===== config.mk =====
export PLATFORM = sky130hd
export DESIGN_NAME = alu_4bit_flat
export DESIGN_NICKNAME = d
export VERILOG_FILES = /design/src/rtl/alu_4bit_if.sv /design/src/rtl/alu_4bit.sv /design/src/flat_wrapper.sv
export SDC_FILE = /design/constraint.sdc
export NUM_CORES = 1
export LEC_CHECK = 0
export BUFFER_PORTS_ARGS = -buffer_cell sky130_fd_sc_hd__buf_4
export CORE_MARGIN = 5
export CORE_UTILIZATION = 49
export DETAILED_ROUTE_END_ITERATION = 6
export GPL_ROUTABILITY_DRIVEN = 0
export PLACE_DENSITY = 0.84
export SLEW_MARGIN = 20
export SYNTH_ARGS = -nofsm -noshare
export SYNTH_HDL_FRONTEND = slang
export SYNTH_SLANG_ARGS = --single-unit

===== constraint.sdc =====
create_clock -name clk -period 0.8 [get_ports clk]
set_clock_uncertainty 0.1 [all_clocks]
set_input_delay 0.08 -clock clk [delete_from_list [all_inputs] [get_ports clk]]
set_output_delay 0.08 -clock clk [all_outputs]
set_load 0.02 [all_outputs]

===== src/rtl/alu_4bit_if.sv =====
`default_nettype none
// ============================================================================
//  Module   : alu_4bit_if
//  Purpose  : Operand/result bundle between a controller and alu_4bit.
//             The controller (master) drives the operands, opcode and valid
//             strobe. The ALU (slave) returns the registered result, the
//             flags and the result-valid strobe.
//  Signals  : in_valid  - operands/opcode valid this cycle   (master -> slave)
//             a, b      - 4-bit unsigned operands            (master -> slave)
//             opcode    - 3-bit operation select             (master -> slave)
//             x         - registered 4-bit result            (slave -> master)
//             carry     - carry / borrow / shift-out flag    (slave -> master)
//             zero      - 1 when x == 0                      (slave -> master)
//             out_valid - x/carry/zero are fresh this cycle  (slave -> master)
//  Revision : 1.0  initial release
// ============================================================================
interface alu_4bit_if;
    logic       in_valid;
    logic [3:0] a;
    logic [3:0] b;
    logic [2:0] opcode;
    logic [3:0] x;
    logic       carry;
    logic       zero;
    logic       out_valid;

    modport master (
        output in_valid, a, b, opcode,
        input  x, carry, zero, out_valid
    );

    modport slave (
        input  in_valid, a, b, opcode,
        output x, carry, zero, out_valid
    );
endinterface
`default_nettype wire


===== src/rtl/alu_4bit.sv =====
`default_nettype none
// ============================================================================
//  Module   : alu_4bit
//  Purpose  : Registered 4-bit ALU. A valid operand/opcode set is turned into
//             a 4-bit result plus carry and zero flags one clock later.
//             Without a valid input the result and flags hold their values.
//  Ports    : clk   - rising-edge clock
//             rst_n - asynchronous active-low reset
//             bus   - alu_4bit_if.slave (in_valid, a, b, opcode in;
//                     x, carry, zero, out_valid out)
//  Revision : 1.0  initial release
// ============================================================================
module alu_4bit (
    input  wire logic  clk,
    input  wire logic  rst_n,
    alu_4bit_if.slave  bus
);

    localparam logic [2:0] c_OP_ADD  = 3'b000;
    localparam logic [2:0] c_OP_SUB  = 3'b001;
    localparam logic [2:0] c_OP_AND  = 3'b010;
    localparam logic [2:0] c_OP_OR   = 3'b011;
    localparam logic [2:0] c_OP_XOR  = 3'b100;
    localparam logic [2:0] c_OP_NAND = 3'b101;
    localparam logic [2:0] c_OP_SHL  = 3'b110;
    localparam logic [2:0] c_OP_SHR  = 3'b111;

    logic [3:0] w_result;
    logic       w_carry;
    logic [4:0] w_sum;
    logic [4:0] w_diff;

    logic [3:0] r_x;
    logic       r_carry;
    logic       r_zero;
    logic       r_out_valid;

    // Both arithmetic paths are 5 bits wide so the top bit is the carry out
    // (ADD) or the borrow (SUB: wraps to 1 exactly when a < b).
    assign w_sum  = {1'b0, bus.a} + {1'b0, bus.b};
    assign w_diff = {1'b0, bus.a} - {1'b0, bus.b};

    always_comb begin
        w_result = 4'b0000;
        w_carry  = 1'b0;
        case (bus.opcode)
            c_OP_ADD: begin
                w_result = w_sum[3:0];
                w_carry  = w_sum[4];
            end
            c_OP_SUB: begin
                w_result = w_diff[3:0];
                w_carry  = w_diff[4];
            end
            c_OP_AND:  w_result = bus.a & bus.b;
            c_OP_OR:   w_result = bus.a | bus.b;
            c_OP_XOR:  w_result = bus.a ^ bus.b;
            c_OP_NAND: w_result = ~(bus.a & bus.b);
            c_OP_SHL: begin
                w_result = {bus.a[2:0], 1'b0};
                w_carry  = bus.a[3];
            end
            c_OP_SHR: begin
                w_result = {1'b0, bus.a[3:1]};
                w_carry  = bus.a[0];
            end
            default: begin
                w_result = 4'b0000;
                w_carry  = 1'b0;
            end
        endcase
    end

    // zero is derived from the new result, not from r_x, so it lands in the
    // same cycle as the result it describes. Reset sets zero to match x = 0.
    always_ff @(posedge clk or negedge rst_n) begin
        if (!rst_n) begin
            r_x         <= 4'b0000;
            r_carry     <= 1'b0;
            r_zero      <= 1'b1;
            r_out_valid <= 1'b0;
        end else begin
            r_out_valid <= bus.in_valid;
            if (bus.in_valid) begin
                r_x     <= w_result;
                r_carry <= w_carry;
                r_zero  <= (w_result == 4'b0000);
            end
        end
    end

    assign bus.x         = r_x;
    assign bus.carry     = r_carry;
    assign bus.zero      = r_zero;
    assign bus.out_valid = r_out_valid;

endmodule
`default_nettype wire


===== src/flat_wrapper.sv =====
// flat-port wrapper written by rule: the top's interface ports become plain ports
module alu_4bit_flat 
  (clk, rst_n, bus_in_valid, bus_a, bus_b, bus_opcode, bus_x, bus_carry, bus_zero, bus_out_valid);
  alu_4bit_if bus_i ();
  input  wire logic clk;
  input  wire logic rst_n;
  input wire logic [$bits(bus_i.in_valid)-1:0] bus_in_valid;
  input wire logic [$bits(bus_i.a)-1:0] bus_a;
  input wire logic [$bits(bus_i.b)-1:0] bus_b;
  input wire logic [$bits(bus_i.opcode)-1:0] bus_opcode;
  output wire logic [$bits(bus_i.x)-1:0] bus_x;
  output wire logic [$bits(bus_i.carry)-1:0] bus_carry;
  output wire logic [$bits(bus_i.zero)-1:0] bus_zero;
  output wire logic [$bits(bus_i.out_valid)-1:0] bus_out_valid;
  assign bus_i.in_valid = bus_in_valid;
  assign bus_i.a = bus_a;
  assign bus_i.b = bus_b;
  assign bus_i.opcode = bus_opcode;
  assign bus_x = bus_i.x;
  assign bus_carry = bus_i.carry;
  assign bus_zero = bus_i.zero;
  assign bus_out_valid = bus_i.out_valid;
  alu_4bit u_core (.clk(clk), .rst_n(rst_n), .bus(bus_i));
endmodule

Word-level counts from Yosys, hierarchy flattened
Index checks and enable logic that the tools add are counted.
{ "word_totals": {"reg_bits": 7, "inputBits": 14, "output_inout_bits": 7} }
{ "op_classes": {"n_addsub": 2, "n_eq_ne": 7, "mux": 2, "n_bitwise": 4, "reduce_logical": 2} }
{ "ops": {"columns": ["cell", "n"], "rows": [
  ["4-bit one-hot mux with 8 select lines", 1],
  ["3-bit == test, second input constant", 4],
  ["3-bit by 2-bit == test with 1-bit output, second input constant", 2],
  ["4-bit by 4-bit adder with 5-bit output", 1],
  ["4-bit by 4-bit subtractor with 5-bit output", 1],
  ["4-bit AND", 1],
  ["4-bit logical NOT", 1],
  ["4-bit inverter", 1],
  ["4-bit bitwise OR", 1],
  ["1-bit one-hot mux with 4 select lines", 1],
  ["4-bit XOR", 1],
  ["3-bit by 1-bit == test with 1-bit output, second input constant", 1],
  ["3-bit logical NOT", 1]
]} }

Longest topological paths before layout
Gate-level depths: netlist of the first run.
{ "logic_depth": {"depth_word": 4, "ltp_mapped": 9, "ltp_nobuf": 9} }

Worst setup path before layout of the first run
OpenSTA, ideal clock, no wires.
{ "synth_timing": {"kind": "input to register", "start": "input port bus_b[3]", "end": "register u_core.r_x[3] (netlist: u_core.bus.x[3])", "t_arrival_ns": 1.474, "t_required_ns": 0.575, "setup_slack_ns": -0.899, "stages": 7, "path_cell_list": "inv_1 ha_1 nor2_1 a211oi_1 or4_1 o211a_1 mux2_2"} }
{ "synth_between": {"elab_chain_len": 3} }
{ "synth_lines": {"columns": ["item", "line", "rtl"], "rows": [
  ["from (decl)", "flat_wrapper.sv:9", "input wire logic [$bits(bus_i.b)-1:0] bus_b;"],
  ["parallel branches: the longest is 2 deep, another holds 4-bit by 4-bit subtractor with 5-bit output", null, null],
  ["4-bit one-hot mux with 8 select lines *", "alu_4bit.sv:46", "case (bus.opcode)"],
  ["to (signal assigned)", "alu_4bit.sv:85", "r_x <= w_result;"],
  ["to (decl)", "alu_4bit.sv:33", "logic [3:0] r_x;"]
]} }
Every way passes the cells marked *.
A chain may end at the register's enable or synchronous reset.

Final worst setup path of the first run
{ "layout_timing": {"start": "input port bus_b[2]", "end": "register u_core.r_x[2] (netlist: u_core.bus.x[2])"} }
The elaborated chain is that of the path after synthesis.

==> impl_metrics.py, run 1 <==
metrics = {
    "outcome": {
        "status": "finished, violations left",
        "violations": "setup timing",
    },
    "cells_and_area": {
        "final_area_sq_um": 1900,
        "diodes": 0,
        "mostFrequentLayoutCell": "buf_4",
        "layout-drive-gt1-share_pct": 63.5,
        "area_growth_pct": 87.0,
        "fin_util_pct": 96.6,
        "final_nets": 210,
        "final_cell_mix": "41 x buf_4, 14 x buf_6, 10 x ha_4",
    },
    "floorplan": {
        "pin_count": 21,
        "die_h_um": 55.5,
        "die_w_um": 55.5,
        "dieArea_sq_um": 3080,
        "fp.coreArea_sq_um": 1960,
        "start_util_pct": 51.7,
        "num_rows": 16,
    },
    "timing": {
        "post-route-min-period_ps": 1640,
        "rsz0062_at_grt": "true",
        "hold_ws_ps": 54.5,
        "period_share_pct": 205,
        "tightest_slew_ps": 749,
        "relSlewSlack_pct": 48.8,
        "fin_tns_setup_ps": -6150,
        "setup_violations": 13,
        "finalHoldViolCount": 0,
        "clock.fmax_ghz": 0.608,
        "layout_setup_ws_ps": -844,
        "slew_violations": 0,
    },
    "pwr": {
        "peakVddDrop_uv": 1170,
        "p_leak_uw": 0.000837,
        "p_per_area_nw_per_um2": 1160,
    },
    "logic_synthesis": {
        "async_flop_share_pct": 100,
        "yosys-top-cells-area": "ha_1 19%, dfrtp_1 15%, inv_1 5.2%, nand2b_1 4.3%, fa_1 4.0%",
        "synth_top_area_share_pct": 18.5,
        "synthCells": 116,
        "synthFlopType": "dfrtp_1",
        "avgSynthCellArea_sq_um": 8.74,
        "yosysSeqAreaShare_pct": 17.4,
        "ys_ff_latch": 7,
        "yosys_warnings": 0,
        "synth_area_sq_um": 1010,
        "yosysTopAreaCell": "ha_1",
        "synth_edf_count": 0,
        "syn-num-nets": 147,
        "synth.distinct_cells": 45,
    },
    "worst_setup_path": {
        "setup.worst_path.start_class": "input pin",
        "cp_max_fo": 6,
        "timing.rr.end": "u_core.bus.x[1]",
        "reg2reg_slack_ps": -190,
        "critPathBufInv": 2,
        "crit_family": "compound AO/OA/AOI/OAI gates",
        "required_ps": 930,
        "critPathCaptureType": "flop",
        "worstPathArrival_ps": 1770,
        "critPathSlowestCell": "a2111oi_0",
        "r2r-start": "u_core.bus.x[1]",
        "rr_worst_depth": 2,
        "crit_type": "input pin to flop",
        "crit_chain": "buf_8 > inv_4 > ha_4 > nor2_1 > a2111oi_0 > a31oi_1 > o211ai_1 > mux2_4",
        "slowest_delay_ps": 660,
    },
    "clock_tree": {
        "numCtsBuffers": 3,
        "htree_levels": 1,
        "clkSlewWorstSetupHoldPaths_ps": 70,
        "root_buffer": "clkbuf_4",
        "clock_sinks": 7,
        "cts_buffer_depth": 2,
        "clock_latency_ps": 290,
        "tritoncts": "yes",
    },
    "global_routing": {
        "grt_pass1_vias": 1360,
        "track_usage_pct": 26.3,
        "grt_pass1_wl_um": 6470,
        "grt_overflow": 0,
        "antenna_found_initial": 0,
        "grt_max_degree": 13,
    },
    "routing": {
        "num_vias": 1355,
        "wl_per_cell_um": 26.9,
        "detail_route.vias_per_cell": 6.61,
        "ant_nets": 0,
        "drtPass1Iterations": 4,
        "drcViolationCount": 0,
        "wl_um": 5510,
        "drtIter0Drc": 95,
    },
    "hold_path": {
        "hp-class": "input pin to asynchronous set/reset pin",
    },
    "placement": {
        "dpl_cell_area_sq_um": 1540,
        "dp_slack_ps": -1090,
        "hpwlAfterDp_um": 2500,
        "io_buffer_count": 20,
    },
    "job": {
        "cap_violations": 0,
    },
}
[kinds of logic (layout without fill, tap and decap cells)]
logic type | after synthesis | after routing | share of synthesized area [%]
simple gates | 33 | 33 | 19.0
fa+ha+maj | 17 | 17 | 22.5
flops | 7 | 7 | 17.4
compound gates | 32 | 32 | 22.8
mux | 5 | 5 | 6.54
xor+xnor | 2 | 2 | 1.73
buf+inv | 20 | 82 | 10.0
[routing by layer]
| metal | vias up | wire, um | global-route usage (%) |
|---|---|---|---|
| met5 | - | 0 | 0 |
| met4 | 0 | 637 | 10.4 |
| met3 | 59 | 515 | 6.76 |
| met2 | 127 | 2530 | 48.0 |
| met1 | 626 | 1830 | 28.4 |
| li1 | 543 | - | - |
[synthesized netlist by cell type, drive strengths merged, types with 3 or more instances]
cell / count
ha: 15
inv: 15
nand2b: 7
dfrtp: 6
nand2: 6
nor2: 5
o21ai: 5
a31oi: 4
buf: 4
nor3: 4
a211oi: 3
a21oi: 3
mux2: 3
o211ai: 3
[what timing repair did]
action	4_1_cts	5_1_grt
buffers inserted	4	7
endpoints found under the setup margin	13	13
gates resized for setup	38	24
pin swaps	14	11
hold endpoints to repair	7	0
hold buffers	1	0
cloned	0	1
[state kept, by name, indices dropped and copies added (netlist names)]
register,count
u_core.bus.out_valid,1
u_core.bus.carry,1
u_core.bus.zero,1
u_core.bus.x,4
[area by class of cell]
cell class / count / area [sq um]
Clock buffer: 4 / 26.3
Inverter: 15 / 93.8
Fill cell: 38 / 66.3
Sequential cell: 7 / 176
Timing Repair Buffer: 63 / 606
Tap cell: 27 / 33.8
Multi-Input combinational cell: 89 / 960
[per-stage QoR]
step                      instances  total power [uW]
after floorplan                 116               975
after global placement          190              1350
after detailed placement        190              1390
after CTS                       199              1870
after global routing            205              2270
final                           205              2200
[how the worst max path moves through the flow]
stage / to / slack (ps) / cells after the start / startpoint
floorplan: u_core.bus.zero / -790 / 7 / bus_b[3]
global placement: u_core.bus.x[1] / -1070 / 10 / bus_a[0]
detailed placement: u_core.bus.zero / -1090 / 7 / bus_opcode[1]
CTS: u_core.bus.zero / -790 / 10 / bus_a[0]
global route: u_core.bus.x[1] / -840 / 10 / bus_a[0]
finish: u_core.bus.x[2] / -840 / 8 / bus_b[2]
[power by group]
group / switching (uW) / internal, uW
clock: 199 / 194
sequential: 45.7 / 415
combinational: 655 / 690
Power figures use the tool's default switching activity.
==> run 2, diff against run 1 <==
--- a/config.mk
+++ b/config.mk
@@ -10,7 +10,7 @@
 export CORE_UTILIZATION = 49
 export DETAILED_ROUTE_END_ITERATION = 6
 export GPL_ROUTABILITY_DRIVEN = 0
-export PLACE_DENSITY = 0.84
+export PLACE_DENSITY = 0.82
 export SLEW_MARGIN = 20
 export SYNTH_ARGS = -nofsm -noshare
 export SYNTH_HDL_FRONTEND = slang
==> constraint.sdc (replaced) <==
create_clock -name clk -period 2.1 [get_ports clk]
set_clock_uncertainty 0.1 [all_clocks]
set_input_delay 0.21 -clock clk [delete_from_list [all_inputs] [get_ports clk]]
set_output_delay 0.21 -clock clk [all_outputs]
set_load 0.02 [all_outputs]
==> impl_metrics.py, run 2 (synthesized netlist as in run 1, its figures left out) <==
metrics = {
    "cells_and_area": {
        "diodes": 0,
        "final_nets": 173,
        "fin_util_pct": 62.5,
        "largest_reg_flops": 4,
        "area_growth_pct": 21.0,
        "mostFrequentLayoutCell": "buf_4",
        "final_area_sq_um": 1230,
        "final_cell_mix": "25 x buf_4, 15 x ha_1, 14 x inv_1",
        "layout-drive-gt1-share_pct": 25.5,
        "finalNonFillerCells": 168,
    },
    "global_routing": {
        "grt_max_degree": 23,
        "antenna_found_initial": 0,
        "grt_overflow": 0,
        "grt_pass1_wl_um": 3930,
        "grt_pass1_vias": 873,
        "track_usage_pct": 15.2,
    },
    "routing": {
        "detail_route.vias_per_cell": 5.64,
        "ant_nets": 0,
        "drtIter0Drc": 19,
        "wl_um": 2370,
        "wl_per_cell_um": 14.1,
        "drtPass1Iterations": 4,
        "drcViolationCount": 0,
        "num_vias": 947,
    },
    "worst_setup_path": {
        "worstPathArrival_ps": 1940,
        "rr_worst_depth": 2,
        "timing.rr.end": "u_core.bus.zero",
        "r2r-start": "u_core.bus.zero",
        "crit_start": "bus_a[0]",
        "setup.worst_path.start_class": "input pin",
        "crit_type": "input pin to flop",
        "reg2reg_slack_ps": 1250,
        "crit_end": "u_core.bus.zero",
        "required_ps": 2150,
        "critPathCaptureType": "flop",
        "cp_max_fo": 3,
    },
    "timing": {
        "relSlewSlack_pct": 68.7,
        "clock.fmax_ghz": 0.529,
        "slew_violations": 0,
        "period_share_pct": 90.0,
        "rsz0062_at_grt": "false",
        "finalHoldViolCount": 0,
        "post-route-min-period_ps": 1890,
        "layout_setup_ws_ps": 211,
        "setup_violations": 0,
        "tightest_slew_ps": 457,
    },
    "pwr": {
        "clkPwrFrac_pct": 21.4,
        "pwr-share-seq_pct": 30.0,
        "peakVddDrop_uv": 635,
        "netSwitchingFraction_pct": 36.5,
        "power_switching_uw": 206,
        "p_leak_uw": 0.000597,
        "p_comb_share_pct": 48.7,
        "p_per_area_nw_per_um2": 460,
        "fin_total_pwr_uw": 563,
        "p_int_uw": 358,
    },
    "placement": {
        "dp_slack_ps": -48.7,
        "dpl_cell_area_sq_um": 1190,
        "io_buffer_count": 20,
        "hpwlAfterDp_um": 1880,
        "dp.cells": 163,
    },
    "floorplan": {
        "dieArea_sq_um": 3080,
        "die_w_um": 55.5,
        "fp.coreArea_sq_um": 1960,
        "pin_count": 21,
        "die_h_um": 55.5,
        "start_util_pct": 51.7,
        "num_rows": 16,
    },
    "clock_tree": {
        "tritoncts": "yes",
        "postCtsSetupBuffers": 0,
        "cts_buffer_depth": 2,
        "htree_levels": 1,
        "numCtsBuffers": 3,
        "root_buffer": "clkbuf_4",
        "clkSlewWorstSetupHoldPaths_ps": 50,
        "clock_latency_ps": 250,
        "clock_sinks": 7,
    },
    "outcome": {
        "status": "completed",
    },
    "job": {
        "cap_violations": 0,
    },
    "hold_path": {
        "hp-class": "input pin to flop",
    },
}
[run 2: cell type report]
type / instances / area (sq um)
multi-input cells: 89 / 736
fillers: 198 / 736
repair buffers: 26 / 198
flip-flops and latches: 7 / 176
inverters: 15 / 56.3
well taps: 27 / 33.8
clock buffers: 4 / 26.3
[run 2: timing repair]
item | 4_1_cts | 5_1_grt
gates resized for setup | 0 | 0
endpoints found under the hold margin | 7 | 0
hold buffers | 1 | 0
endpoints found under the setup margin | 0 | 0
[run 2: worst max-delay path, cell delays in order]
cell and delay [ps]:
buf_4 130, inv_1 100, ha_1 170, inv_1 50, fa_1 420, nand2_1 70
o21ai_0 70, o22ai_1 180, a31oi_1 150, o41ai_2 380
[run 2: power by group through the flow]
stage               Clock [uW]  Combinational (uW)  Sequential (uW)
floorplan                    0                 146              197
detailed placement           0                 272              171
CTS                        124                 275              169
global route               130                 301              171
finish                     120                 274              169
global placement             0                 264              170
[run 2: worst min-delay path by stage]
stage | start | end | depth (start not counted)
6_report | bus_in_valid | u_core.bus.out_valid | 1
5_1_grt | bus_in_valid | u_core.bus.out_valid | 1
4_1_cts | bus_in_valid | u_core.bus.out_valid | 1
3_5_place_dp | rst_n | u_core.bus.x[1] | 1
3_3_place_gp | rst_n | u_core.bus.x[0] | 1
2_1_floorplan | rst_n | u_core.bus.carry | 0
[run 2: through the flow]
step / setup TNS, ps / hold slack, ps
floorplan: 0 / -186
global placement: 0 / -77.6
detailed placement: -48.7 / -73.6
CTS: 0 / 48.9
global route: 0 / 62.9
finish: 0 / 55.2
[run 2: per-layer routing]
metal / track usage (%) / part of all wire [%] / vias up
met1: 20.2 / 45 / 454
met5: 0 / 0 / -
li1: - / - / 468
met2: 25.2 / 51 / 23
met4: 2.43 / 0.59 / 0
met3: 3.50 / 3.5 / 2
